[src/rtl/fetch_queue_if.sv]
// Handshake and data bundle between the fetch stage register, the fetch queue and decode.
// The master side drives fetch/decode inputs; the slave side is the queue itself.
interface fetch_queue_if #(
    parameter int LOG2_DEPTH = 2
);
    logic                  flush;
    logic                  pre_valid;
    logic                  cur_allowin;
    logic [31:0]           in_pc;
    logic [31:0]           in_inst;
    logic                  post_allowin;
    logic                  goon_valid;
    logic [31:0]           out_pc;
    logic [31:0]           out_inst;
    logic                  out_adel;
    logic [LOG2_DEPTH:0]   count;

    modport master (
        output flush, pre_valid, in_pc, in_inst, post_allowin,
        input  cur_allowin, goon_valid, out_pc, out_inst, out_adel, count
    );

    modport slave (
        input  flush, pre_valid, in_pc, in_inst, post_allowin,
        output cur_allowin, goon_valid, out_pc, out_inst, out_adel, count
    );
endinterface

[src/rtl/fetch_queue.sv]
// Circular instruction queue between fetch and decode with single-cycle flush.
// Optional macro FQ_ADEL_CHECK_EN tags misaligned PCs and replaces their instruction with a nop.
module fetch_queue #(
    parameter int DEPTH      = 4,
    parameter int LOG2_DEPTH = 2
) (
    input  logic         clk,
    input  logic         reset,
    fetch_queue_if.slave fq
);
    localparam int                  CNT_W    = LOG2_DEPTH + 1;
    localparam logic [CNT_W-1:0]    CNT_FULL = CNT_W'(DEPTH);
    localparam logic [CNT_W-1:0]    CNT_ONE  = CNT_W'(1);
    localparam logic [LOG2_DEPTH-1:0] PTR_ONE = LOG2_DEPTH'(1);

    logic [LOG2_DEPTH-1:0] rd_ptr_q, rd_ptr_d;
    logic [LOG2_DEPTH-1:0] wr_ptr_q, wr_ptr_d;
    logic [CNT_W-1:0]      cnt_q, cnt_d;

    logic [31:0] pc_q   [DEPTH];
    logic [31:0] inst_q [DEPTH];

    logic        push, pop;
    logic [31:0] wr_inst;

`ifdef FQ_ADEL_CHECK_EN
    logic        adel_q [DEPTH];
    logic        wr_adel;

    assign wr_adel     = (fq.in_pc[1:0] != 2'b00);
    assign wr_inst     = wr_adel ? 32'h0000_0000 : fq.in_inst;
    assign fq.out_adel = adel_q[rd_ptr_q];
`else
    assign wr_inst     = fq.in_inst;
    assign fq.out_adel = 1'b0;
`endif

    // Handshake outputs come from registered state only, apart from the flush qualifier.
    assign fq.cur_allowin = (cnt_q != CNT_FULL);
    assign fq.goon_valid  = (cnt_q != '0) && !fq.flush;
    assign fq.out_pc      = pc_q[rd_ptr_q];
    assign fq.out_inst    = inst_q[rd_ptr_q];
    assign fq.count       = cnt_q;

    assign push = fq.pre_valid && fq.cur_allowin && !fq.flush;
    assign pop  = fq.goon_valid && fq.post_allowin;

    always_comb begin
        rd_ptr_d = rd_ptr_q;
        wr_ptr_d = wr_ptr_q;
        cnt_d    = cnt_q;
        if (fq.flush) begin
            rd_ptr_d = '0;
            wr_ptr_d = '0;
            cnt_d    = '0;
        end else begin
            if (push) wr_ptr_d = wr_ptr_q + PTR_ONE;
            if (pop)  rd_ptr_d = rd_ptr_q + PTR_ONE;
            if (push && !pop)      cnt_d = cnt_q + CNT_ONE;
            else if (pop && !push) cnt_d = cnt_q - CNT_ONE;
        end
    end

    // NOTE: state updates use non-blocking assignments so every register samples pre-edge values.
    always_ff @(posedge clk) begin
        if (reset) begin
            rd_ptr_q <= '0;
            wr_ptr_q <= '0;
            cnt_q    <= '0;
            // NOTE: storage is cleared on reset so stale head outputs read as zero afterwards.
            for (int i = 0; i < DEPTH; i++) begin
                pc_q[i]   <= '0;
                inst_q[i] <= '0;
`ifdef FQ_ADEL_CHECK_EN
                adel_q[i] <= 1'b0;
`endif
            end
        end else begin
            rd_ptr_q <= rd_ptr_d;
            wr_ptr_q <= wr_ptr_d;
            cnt_q    <= cnt_d;
            if (push) begin
                pc_q[wr_ptr_q]   <= fq.in_pc;
                inst_q[wr_ptr_q] <= wr_inst;
`ifdef FQ_ADEL_CHECK_EN
                adel_q[wr_ptr_q] <= wr_adel;
`endif
            end
        end
    end
endmodule

[src/flat_wrapper.sv]
// flat-port wrapper written by rule: the top's interface ports become plain ports
module fetch_queue_flat 
#(
    parameter int DEPTH      = 4,
    parameter int LOG2_DEPTH = 2
)
  (clk, reset, fq_flush, fq_pre_valid, fq_in_pc, fq_in_inst, fq_post_allowin, fq_cur_allowin, fq_goon_valid, fq_out_pc, fq_out_inst, fq_out_adel, fq_count);
  fetch_queue_if #(.LOG2_DEPTH(LOG2_DEPTH)) fq_i ();
  input  logic clk;
  input  logic reset;
  input wire logic [$bits(fq_i.flush)-1:0] fq_flush;
  input wire logic [$bits(fq_i.pre_valid)-1:0] fq_pre_valid;
  input wire logic [$bits(fq_i.in_pc)-1:0] fq_in_pc;
  input wire logic [$bits(fq_i.in_inst)-1:0] fq_in_inst;
  input wire logic [$bits(fq_i.post_allowin)-1:0] fq_post_allowin;
  output wire logic [$bits(fq_i.cur_allowin)-1:0] fq_cur_allowin;
  output wire logic [$bits(fq_i.goon_valid)-1:0] fq_goon_valid;
  output wire logic [$bits(fq_i.out_pc)-1:0] fq_out_pc;
  output wire logic [$bits(fq_i.out_inst)-1:0] fq_out_inst;
  output wire logic [$bits(fq_i.out_adel)-1:0] fq_out_adel;
  output wire logic [$bits(fq_i.count)-1:0] fq_count;
  assign fq_i.flush = fq_flush;
  assign fq_i.pre_valid = fq_pre_valid;
  assign fq_i.in_pc = fq_in_pc;
  assign fq_i.in_inst = fq_in_inst;
  assign fq_i.post_allowin = fq_post_allowin;
  assign fq_cur_allowin = fq_i.cur_allowin;
  assign fq_goon_valid = fq_i.goon_valid;
  assign fq_out_pc = fq_i.out_pc;
  assign fq_out_inst = fq_i.out_inst;
  assign fq_out_adel = fq_i.out_adel;
  assign fq_count = fq_i.count;
  fetch_queue #(.DEPTH(DEPTH), .LOG2_DEPTH(LOG2_DEPTH)) u_core (.clk(clk), .reset(reset), .fq(fq_i));
endmodule
[config.mk]
export PLATFORM = sky130hd
export DESIGN_NAME = fetch_queue_flat
export DESIGN_NICKNAME = d
export VERILOG_FILES = /design/src/rtl/fetch_queue_if.sv /design/src/rtl/fetch_queue.sv /design/src/flat_wrapper.sv
export SDC_FILE = /design/constraint.sdc
export NUM_CORES = 1
export LEC_CHECK = 0
export ABC_AREA = 1
export BUFFER_PORTS_ARGS = -buffer_cell sky130_fd_sc_hd__buf_2
export CELL_PAD_IN_SITES_DETAIL_PLACEMENT = 2
export CELL_PAD_IN_SITES_GLOBAL_PLACEMENT = 2
export CORE_MARGIN = 5
export CORE_UTILIZATION = 34
export CTS_CLUSTER_SIZE = 8
export DETAILED_ROUTE_END_ITERATION = 10
export PLACE_DENSITY_LB_ADDON = 0.1
export REMOVE_ABC_BUFFERS = 1
export SLEW_MARGIN = 5
export SYNTH_ARGS = -nofsm -noshare
export SYNTH_HDL_FRONTEND = slang
export SYNTH_SLANG_ARGS = --single-unit
[constraint.sdc]
create_clock -name clk -period 6.13 [get_ports clk]
set_input_delay 1.226 -clock clk [delete_from_list [all_inputs] [get_ports clk]]
set_output_delay 1.226 -clock clk [all_outputs]
set_load 0.1 [all_outputs]
==> impl_metrics.toml <==
[run_status]
outcome = "complete, no violations"

[grt]
grt_pass1_wl_um = 52500
antenna_found_initial = 1
grt_max_degree = 89
gr-total-overflow = 0
grt_pass1_vias = 9113
grt_usage = 0.176

[drt]
vias = 8076
drt_pass1_iterations = 6
ant_nets = 0
avgRoutedWirePerCell_um = 20.6
via_per_inst = 4.98
drt_wl_total_um = 33400
drc_errors = 0
first_iter_violations = 275

[timing]
min_period_over_period = 0.724
drv_slew = 0
tns_ps = 0
max_clock_freq_mhz = 225
slew-limit-headroom = 0.253
grt_setup_unrepaired = "false"
finalClockSkew_ps = 10.7
timing.final.hold_violations = 0
whs_ps = 459
min_period_ps = 4440
tightest_slew_ps = 1120
setup_viol = 0

[yosys]
syn-instance-count = 1041
synthAdderAreaFrac = 0.00284
synth-seq-area-share = 0.688
synth_mux_area_frac = 0
synth_cell_types = 27
syn_avg_cell_area_um2 = 11.0
synth_compound_area_frac = 0.0941
synthXorXnorAreaFrac = 0.000766
synth-simple-area-share = 0.154
syn_area_um2 = 11400
synth_top_family_by_area = "simple AND/OR/NAND/NOR gates"
yosys_warnings = 0
ys_ff_latch = 265

[layout]
num_antenna_cells = 0
seqCellArea_um2 = 7870
area_delta_synth_final_pct = 18.1
layout_common_cells = "nor2_1, edfxtp_1, buf_2, o21ai_0, inv_1"
drive_above_1_share = 0.209
multi_input_area_um2 = 2940
fillCellCount = 3588
final_common_cell = "nor2_1"
final_nets = 1232

[worst_setup_path]
cp.required_ps = 4900
critPathKind = "reg2out"
crit_buf_inv = 3
slowest_delay_ps = 770
cp_cell_sequence = "inv_4 > buf_4 > o21ai_0 > o22ai_1 > buf_2"
cp.arrival_ps = 3210
cp_max_fo = 88
start_kind = "flip-flop"
crit_family = "buffers and inverters"
endpoint_kind = "output pin"
critPathSlowestCell = "inv_4"

[clock_tree]
clk_latency_ps = 510
post_cts_resized = 0
ctsHoldBuffers = 0
htreeDepth = 2
cts_inserted_buffers = 39
path_clk_slew_ps = 50
cts_root_buffer = "clkbuf_16"
cts_tree = "built"
numClockSinks = 265
clk_path_buf_depth = 3
cts_setup_buffers = 0

[floorplanning]
rows = 67
dieArea_um2 = 37400
initial_core_util = 0.343
ioPinCount = 139
die_h_um = 193
core_um2 = 33400
die_w_um = 193

[power]
powerDensity_nw_per_um2 = 328
cellLeakagePower_nw = 5.56
max-vdd-ir-drop_mv = 0.142

[placement]
io_buffers = 137
place.gp.congestion = 0.713
place_hpwl_um = 19000

[flow_run]
cap_violations = 0

[min_path]
hold_path.class = "reg2reg"
flip-flops by register name (all words and copies together) (netlist names), named ones only:
| register | count |
|---|---|
| u_core.inst_q | 128 |
| u_core.wr_ptr_q | 2 |
| u_core.fq.count | 3 |
| u_core.rd_ptr_q | 2 |
| u_core.pc_q | 128 |
tightest hold or removal path: cells and delay by family (launching register included):
kind	cells	cell delay (ps)
buffers and inverters	1	60
flip-flops	1	300
AO/OA/AOI/OAI	1	50
final timing paths:
check        depth (start not counted)                            start                                 to  slack, ps
max reg2reg                          4  u_core.wr_ptr_q[1]$_SDFFE_PP0P_  u_core.inst_q[1][9]$_SDFFCE_PN0P_       3500
min reg2reg                          2  u_core.rd_ptr_q[0]$_SDFFE_PP0P_                          flip-flop        460
min                                  2  u_core.rd_ptr_q[0]$_SDFFE_PP0P_                          flip-flop        460
max                                  5                        flip-flop                      fq_out_pc[15]       1690
stage by stage:
stage	cells	util	power (mW)	setup WS (ps)	area (um2)
2_1_floorplan	971	-	2.46	-886	11100
4_1_cts	1622	0.405	4.50	1610	13500
3_5_place_dp	1568	0.374	2.59	2130	12500
5_1_grt	1622	0.405	4.60	1430	13500
3_3_place_gp	1568	0.374	2.59	2160	12500
6_report	1622	0.405	4.43	1690	13500
synthesized netlist by cell type:
library cell / instances / area [um2]
buf_2: 10 / 50.1
o21ai_0: 131 / 656
inv_2: 1 / 3.75
clkbuf_1: 39 / 146
fa_1: 1 / 20.0
clkinv_1: 1 / 3.75
buf_12: 1 / 20.0
edfxtp_1: 256 / 7690
buf_4: 4 / 30.0
xor2_1: 1 / 8.76
o22ai_1: 64 / 400
nand2_4: 10 / 113
nand2_2: 21 / 131
dfxtp_1: 9 / 180
nand4_1: 1 / 6.26
nor2_1: 318 / 1190
nor2_2: 12 / 75.1
nor2_4: 1 / 11.3
a21oi_1: 4 / 20.0
nand3_1: 5 / 25.0
nand2_1: 55 / 206
inv_1: 78 / 293
buf_1: 6 / 22.5
conb_1: 1 / 3.75
buf_6: 8 / 90.1
ha_1: 1 / 12.5
buf_8: 2 / 30.0
cells by family after synthesis:
| kind of cell | Yosys count |
|---|---|
| flip-flops | 265 |
| other | 1 |
| AND/OR/NAND/NOR | 423 |
| adder cells (fa/ha/maj) | 2 |
| buffers and inverters | 150 |
| AO/OA/AOI/OAI | 199 |
| XOR/XNOR | 1 |
cell type report:
cell class,instances,share of cell area
well taps,448,0.0415
clock inverters,2,0.00130
inverters,80,0.0224
clock buffers,52,0.0758
flip-flops and latches,265,0.583
multi-input cells,626,0.218
repair buffers,149,0.0583
layer usage:
layer  global-route usage  vias to the layer above  share of wire
met3               0.0315                       42          0.034
met2                0.309                      128           0.50
met5                    0                        -        0.00060
met1                0.231                     4136           0.45
met4               0.0365                        2          0.015
li1                     -                     3768              -
where the power goes:
part	switching, mW	internal (mW)	total [mW]
combinational	0.386	0.0701	0.456
clock	0.736	1.15	1.88
sequential	0.0240	2.07	2.09
Note: power is estimated with default switching activity, not from simulation.
